File: src/rtl/m_mem_pkg.sv
// Shared encodings for the unified-memory arbiter: FSM states, grant codes, default widths.
// Pure declarations; no timing or flow-control behaviour of its own.
package m_mem_pkg;

   localparam int DEF_AW = 32;
   localparam int DEF_DW = 32;

   typedef enum logic [1:0] {
      ST_IDLE    = 2'd0,
      ST_BUSY_I  = 2'd1,
      ST_BUSY_D  = 2'd2,
      ST_BUSY_IK = 2'd3
   } state_t;

   localparam logic GNT_I = 1'b0;
   localparam logic GNT_D = 1'b1;

endpackage

File: src/rtl/m_arb_pick.sv
// Combinational 2-way picker: D wins ties unless fair mode and D had the previous grant.
// Zero latency; no backpressure, the caller decides when the pick is used.
module m_arb_pick
   import m_mem_pkg::*;
(
   input  logic i_elig,
   input  logic d_req,
   input  logic last,
   input  logic fair,
   output logic gnt_valid,
   output logic gnt_sel
);

   assign gnt_valid = i_elig | d_req;

   always_comb begin
      gnt_sel = GNT_D;
      if (i_elig && !d_req) begin
         gnt_sel = GNT_I;
      end else if (i_elig && d_req && fair && (last == GNT_D)) begin
         gnt_sel = GNT_I;
      end
   end

endmodule

File: src/rtl/m_mem_arbiter.sv
// Shares one single-ported memory between fetch (I) and load/store (D), one transaction in flight.
// Grant seen in IDLE drives w_m_req next cycle; acks are combinational with w_m_ack; requesters hold until ack.
module m_mem_arbiter
   import m_mem_pkg::*;
#(
   parameter int AW   = DEF_AW,
   parameter int DW   = DEF_DW,
   parameter int FAIR = 1
) (
   input  logic            w_clk,
   input  logic            w_rst_n,
   input  logic            w_i_req,
   input  logic [AW-1:0]   w_i_addr,
   input  logic            w_i_kill,
   output logic            w_i_ack,
   output logic [DW-1:0]   w_i_rdata,
   input  logic            w_d_req,
   input  logic            w_d_we,
   input  logic [DW/8-1:0] w_d_be,
   input  logic [AW-1:0]   w_d_addr,
   input  logic [DW-1:0]   w_d_wdata,
   output logic            w_d_ack,
   output logic [DW-1:0]   w_d_rdata,
   output logic            w_m_req,
   output logic            w_m_we,
   output logic [DW/8-1:0] w_m_be,
   output logic [AW-1:0]   w_m_addr,
   output logic [DW-1:0]   w_m_wdata,
   input  logic            w_m_ack,
   input  logic [DW-1:0]   w_m_rdata,
   output logic            w_busy
);

   state_t r_state;
   state_t w_nxt;
   logic   r_last;
   logic   w_i_elig;
   logic   w_gnt_valid;
   logic   w_gnt_sel;
   logic   w_grant;

   // A fetch flushed in the same cycle it is requested must not win the memory.
   assign w_i_elig = w_i_req & ~w_i_kill;

   m_arb_pick u_pick (
      .i_elig    (w_i_elig),
      .d_req     (w_d_req),
      .last      (r_last),
      .fair      (FAIR != 0),
      .gnt_valid (w_gnt_valid),
      .gnt_sel   (w_gnt_sel)
   );

   assign w_grant = (r_state == ST_IDLE) && w_gnt_valid;

   always_comb begin
      w_nxt = r_state;
      case (r_state)
         ST_IDLE: begin
            if (w_gnt_valid) begin
               w_nxt = (w_gnt_sel == GNT_D) ? ST_BUSY_D : ST_BUSY_I;
            end
         end
         ST_BUSY_I: begin
            if (w_m_ack) begin
               w_nxt = ST_IDLE;
            end else if (w_i_kill) begin
               w_nxt = ST_BUSY_IK;
            end
         end
         ST_BUSY_D, ST_BUSY_IK: begin
            if (w_m_ack) begin
               w_nxt = ST_IDLE;
            end
         end
         default: w_nxt = ST_IDLE;
      endcase
   end

   always_ff @(posedge w_clk or negedge w_rst_n) begin
      if (!w_rst_n) begin
         r_state   <= ST_IDLE;
         r_last    <= GNT_I;
         w_m_req   <= 1'b0;
         w_m_we    <= 1'b0;
         w_m_be    <= '0;
         w_m_addr  <= '0;
         w_m_wdata <= '0;
      end else begin
         r_state <= w_nxt;
         w_m_req <= (w_nxt != ST_IDLE);
         if (w_grant) begin
            r_last <= w_gnt_sel;
            if (w_gnt_sel == GNT_D) begin
               w_m_we    <= w_d_we;
               w_m_be    <= w_d_be;
               w_m_addr  <= w_d_addr;
               w_m_wdata <= w_d_wdata;
            end else begin
               w_m_we    <= 1'b0;
               w_m_be    <= '0;
               w_m_addr  <= w_i_addr;
               w_m_wdata <= '0;
            end
         end
      end
   end

   // A kill coinciding with the memory ack swallows the fetch data.
   assign w_i_ack   = w_m_ack & (r_state == ST_BUSY_I) & ~w_i_kill;
   assign w_d_ack   = w_m_ack & (r_state == ST_BUSY_D);
   assign w_i_rdata = w_m_rdata;
   assign w_d_rdata = w_m_rdata;
   assign w_busy    = (r_state != ST_IDLE);

   a_ack_only_busy: assert property (@(posedge w_clk) disable iff (!w_rst_n)
      w_m_ack |-> (r_state != ST_IDLE));

endmodule

File: config.mk
export PLATFORM = sky130hd
export DESIGN_NAME = m_mem_arbiter
export DESIGN_NICKNAME = d
export VERILOG_FILES = /design/src/rtl/m_mem_pkg.sv /design/src/rtl/m_arb_pick.sv /design/src/rtl/m_mem_arbiter.sv
export SDC_FILE = /design/constraint.sdc
export NUM_CORES = 1
export LEC_CHECK = 0
export CAP_MARGIN = 20
export CORE_MARGIN = 2
export CORE_UTILIZATION = 38
export CTS_BUF_LIST = sky130_fd_sc_hd__clkbuf_16
export DETAILED_ROUTE_END_ITERATION = 8
export PLACE_DENSITY = 0.83
export SETUP_SLACK_MARGIN = 0.05
export SLEW_MARGIN = 20
export SYNTH_ARGS = -nofsm -noshare
export SYNTH_HDL_FRONTEND = slang
export SYNTH_HIERARCHICAL = 1
export SYNTH_SLANG_ARGS = --single-unit
File: constraint.sdc
create_clock -name w_clk -period 3.2 [get_ports w_clk]
set_input_delay 0.64 -clock w_clk [delete_from_list [all_inputs] [get_ports w_clk]]
set_output_delay 0.64 -clock w_clk [all_outputs]
set_load 0.05 [all_outputs]
==> metrics.log <==
[metrics] run status: finished clean
[metrics] start-to-end type of the worst setup path: input port to output pin
[metrics] Met3 Wirelength: 941 um
[metrics] Post-CTS Setup Bufs: 0
[metrics] Post-Syn Nets: 484
[metrics] post-synthesis sequential area ratio: 43.5%
[metrics] Yosys warnings: 6
[metrics] violation count after the first detailed-route iteration: 128
[metrics] Horiz. Die Dim: 109 um
[metrics] most common cell after layout, fill and taps aside: sky130_fd_sc_hd__clkdlybuf4s50_1
[metrics] flip-flop and latch count after synthesis: 73
[metrics] number of global-route vias before repair: 3,008
[metrics] Worst IR Drop VDD: 0.494 mV
[metrics] netlist area before placement: 4200 um^2
[metrics] DR top layer: met4
[metrics] max_cap viols: 0
[metrics] required time at the worst-slack endpoint: 2.56 ns
[metrics] placer congestion estimate: 0.693
[metrics] post-route DRC violation count: 0
[metrics] largest net degree at the start of global routing: 74
[metrics] number of placement rows: 38
[metrics] detailed-routing iteration count for the pre-antenna-repair pass: 4
[metrics] Total Neg Setup Slack: 0 ns
[metrics] number of clock sinks: 73
[metrics] crit path DAT: 2.19 ns
[metrics] overall track demand over capacity in global routing: 15.5%
[metrics] buffers from clock root to sink, at most: 2
[metrics] core area: 10,800 um^2
[metrics] max-slew headroom at the worst pin: 38.2%
[metrics] per-cell via count in the routed design: 4.56
[metrics] final instance count without filler cells: 604
[metrics] number of buffers created by CTS: 9
[metrics] via total after detailed routing: 2,752
[metrics] antenna cells: 0
[metrics] quantity of gates resized following cts: 0
[metrics] final critical-path share of the clock period: 88.6%
[metrics] area of the die: 11,900 um^2
[metrics] IO Count: 276
[metrics] M1 wire length: 3670 um
[metrics] detailed route wirelength on metal2: 4670 um
[metrics] mean cell area of the mapped netlist: 12.2 um^2
[metrics] clock latency at the later pin of the worst-skew pair: 0.32 ns
[metrics] number of distinct library cells after synthesis: 24
[metrics] Post-Synthesis Cells: 345
[metrics] share of post-route cells with drive strength above 1: 19.2%
[metrics] leakage power figure: 2.76 nW
[metrics] remaining number of nets flagged by the antenna check after routing: 0
[metrics] wire length of the first global-routing pass: 14,400 um
[metrics] Placed Cells incl. Taps: 589
[metrics] final setup violation count: 0
[metrics] worst clock skew: 0.00716 ns
[metrics] grt ovf: 0
[metrics] IO buf count: 179
[metrics] worst slack at placement: 0.372 ns
[metrics] antenna violations before repair: 0
[metrics] transition time at the pin with the least slew margin: 0.927 ns
[metrics] Tightest Hold Check Type: input port to async pin
[metrics] DR WL/cell: 15.5 um
[metrics] synth-to-layout area growth: 40.1%
[metrics] crit path launch type: input port
[metrics] final hold violations: 0
[metrics] largest fanout of any net on the critical path: 5
[metrics] Post-layout nets: 599
[metrics] most frequent cells in the layout: 177 x sky130_fd_sc_hd__clkdlybuf4s50_1, 73 x sky130_fd_sc_hd__dfrtp_1, 58 x sky130_fd_sc_hd__mux2_4
[metrics] Clk Tree Root Cell: sky130_fd_sc_hd__clkbuf_16
[metrics] floorplan die height: 109 um
[metrics] length in cells of the worst reg-to-reg path: 5
[metrics] endpoint of the worst register-to-register path: w_m_addr[11]
[metrics] post-layout min period: 2.83 ns
[metrics] total half-perimeter wirelength after legalization and detailed placement: 6800 um
[metrics] H-tree level count: 3
[metrics] reg-to-reg setup timing slack: 1.29 ns
[metrics] number of slew-limit violations in the final report: 0
[metrics] final critical-path setup slack: 0.365 ns
[metrics] reg2reg start: r_last
[metrics] maximum clock rate: 353 MHz
[metrics] routed wire length: 9370 um
[metrics] clock slew at the register clock pins of the worst setup and hold paths: 0.06 ns
[metrics] kind of end point of the critical path: output pin
[metrics] unrepaired setup endpoints after global routing: no
[metrics] Power per Cell Area: 1010 nW/um^2
[metrics] clock tree from TritonCTS: done
[metrics] hold buffers post-CTS: 0
[metrics] effective utilization at floorplan: 38.8%
[where the power goes]
group | switching, W | leakage [nW] | internal (W)
Combinational | 0.00201 | 1.75 | 0.00129
Clock | 0.000374 | 0.145 | 0.000674
Sequential | 0.000243 | 0.867 | 0.00133
[Yosys cell counts, drive strengths merged]
library cell / count / area (um^2)
a21bo: 1 / 10.0
a21oi: 2 / 10.0
and3: 1 / 6.26
buf: 80 / 673
conb: 1 / 3.75
dfrtp: 73 / 1830
inv: 38 / 143
mux2: 65 / 950
mux2i: 37 / 370
nand2: 38 / 143
nor2b: 1 / 6.26
nor3: 1 / 5.00
nor3b: 1 / 12.5
nor4b: 1 / 8.76
o22ai: 1 / 6.26
o2bb2ai: 1 / 8.76
or2: 2 / 12.5
or3b: 1 / 8.76
[metal layers]
metal  global-route usage [%]  vias to the layer above
li1                         -                     1275
met1                     17.2                     1308
met2                     27.8                      161
met3                     5.38                        8
met4                     4.79                        0
met5                        0                        -
[cell families (layout without fill, tap and decap cells)]
logic type | count (synthesis) | count (layout) | share of synthesized area [%]
simple gates | 46 | 46 | 4.82
other cells | 1 | 1 | 0.0892
buf+inv | 118 | 237 | 19.4
flops | 73 | 73 | 43.5
compound gates | 5 | 5 | 0.833
mux | 102 | 102 | 31.4
[worst max-delay path by stage]
stage | startpoint | end | cells after the start
floorplan | w_i_kill | w_i_ack | 1
global placement | w_m_ack | w_d_ack | 3
finish | w_m_ack | w_d_ack | 3
CTS | w_m_ack | w_d_ack | 3
detailed placement | w_m_ack | w_d_ack | 3
global route | w_m_ack | w_d_ack | 3
[registers in the layout, indices dropped and copies added, names as in the netlist]
register / flops
w_m_req: 1
w_m_be: 4
w_m_addr: 32
r_state: 2
w_m_we: 1
r_last: 1
w_m_wdata: 32
[stage by stage]
stage / total power [W] / hold WS, ns / cell area, um^2 / utilization, %
floorplan: 0.00402 / 0.344 / 4200 / -
global placement: 0.00485 / 0.492 / 5580 / 51.5
detailed placement: 0.00490 / 0.492 / 5580 / 51.5
CTS: 0.00600 / 0.485 / 5890 / 54.3
global route: 0.00621 / 0.519 / 5890 / 54.3
finish: 0.00593 / 0.456 / 5890 / 54.3
[worst max-delay path, cell delays in order]
cell                              delay, ns
sky130_fd_sc_hd__clkdlybuf4s50_1       0.53
sky130_fd_sc_hd__and3_1                0.19
sky130_fd_sc_hd__clkdlybuf4s50_1       0.83
[final cells by class]
| type | count | area [um^2] |
|---|---|---|
| clock buffer | 9 | 225 |
| clock inverter | 6 | 83.8 |
| fill | 930 | 4950 |
| inverter | 38 | 143 |
| multi-input combinational | 154 | 1580 |
| sequential | 73 | 1830 |
| tap | 140 | 175 |
| timing repair buffer | 184 | 1860 |
No activity file was read; power rests on OpenSTA's default activity.
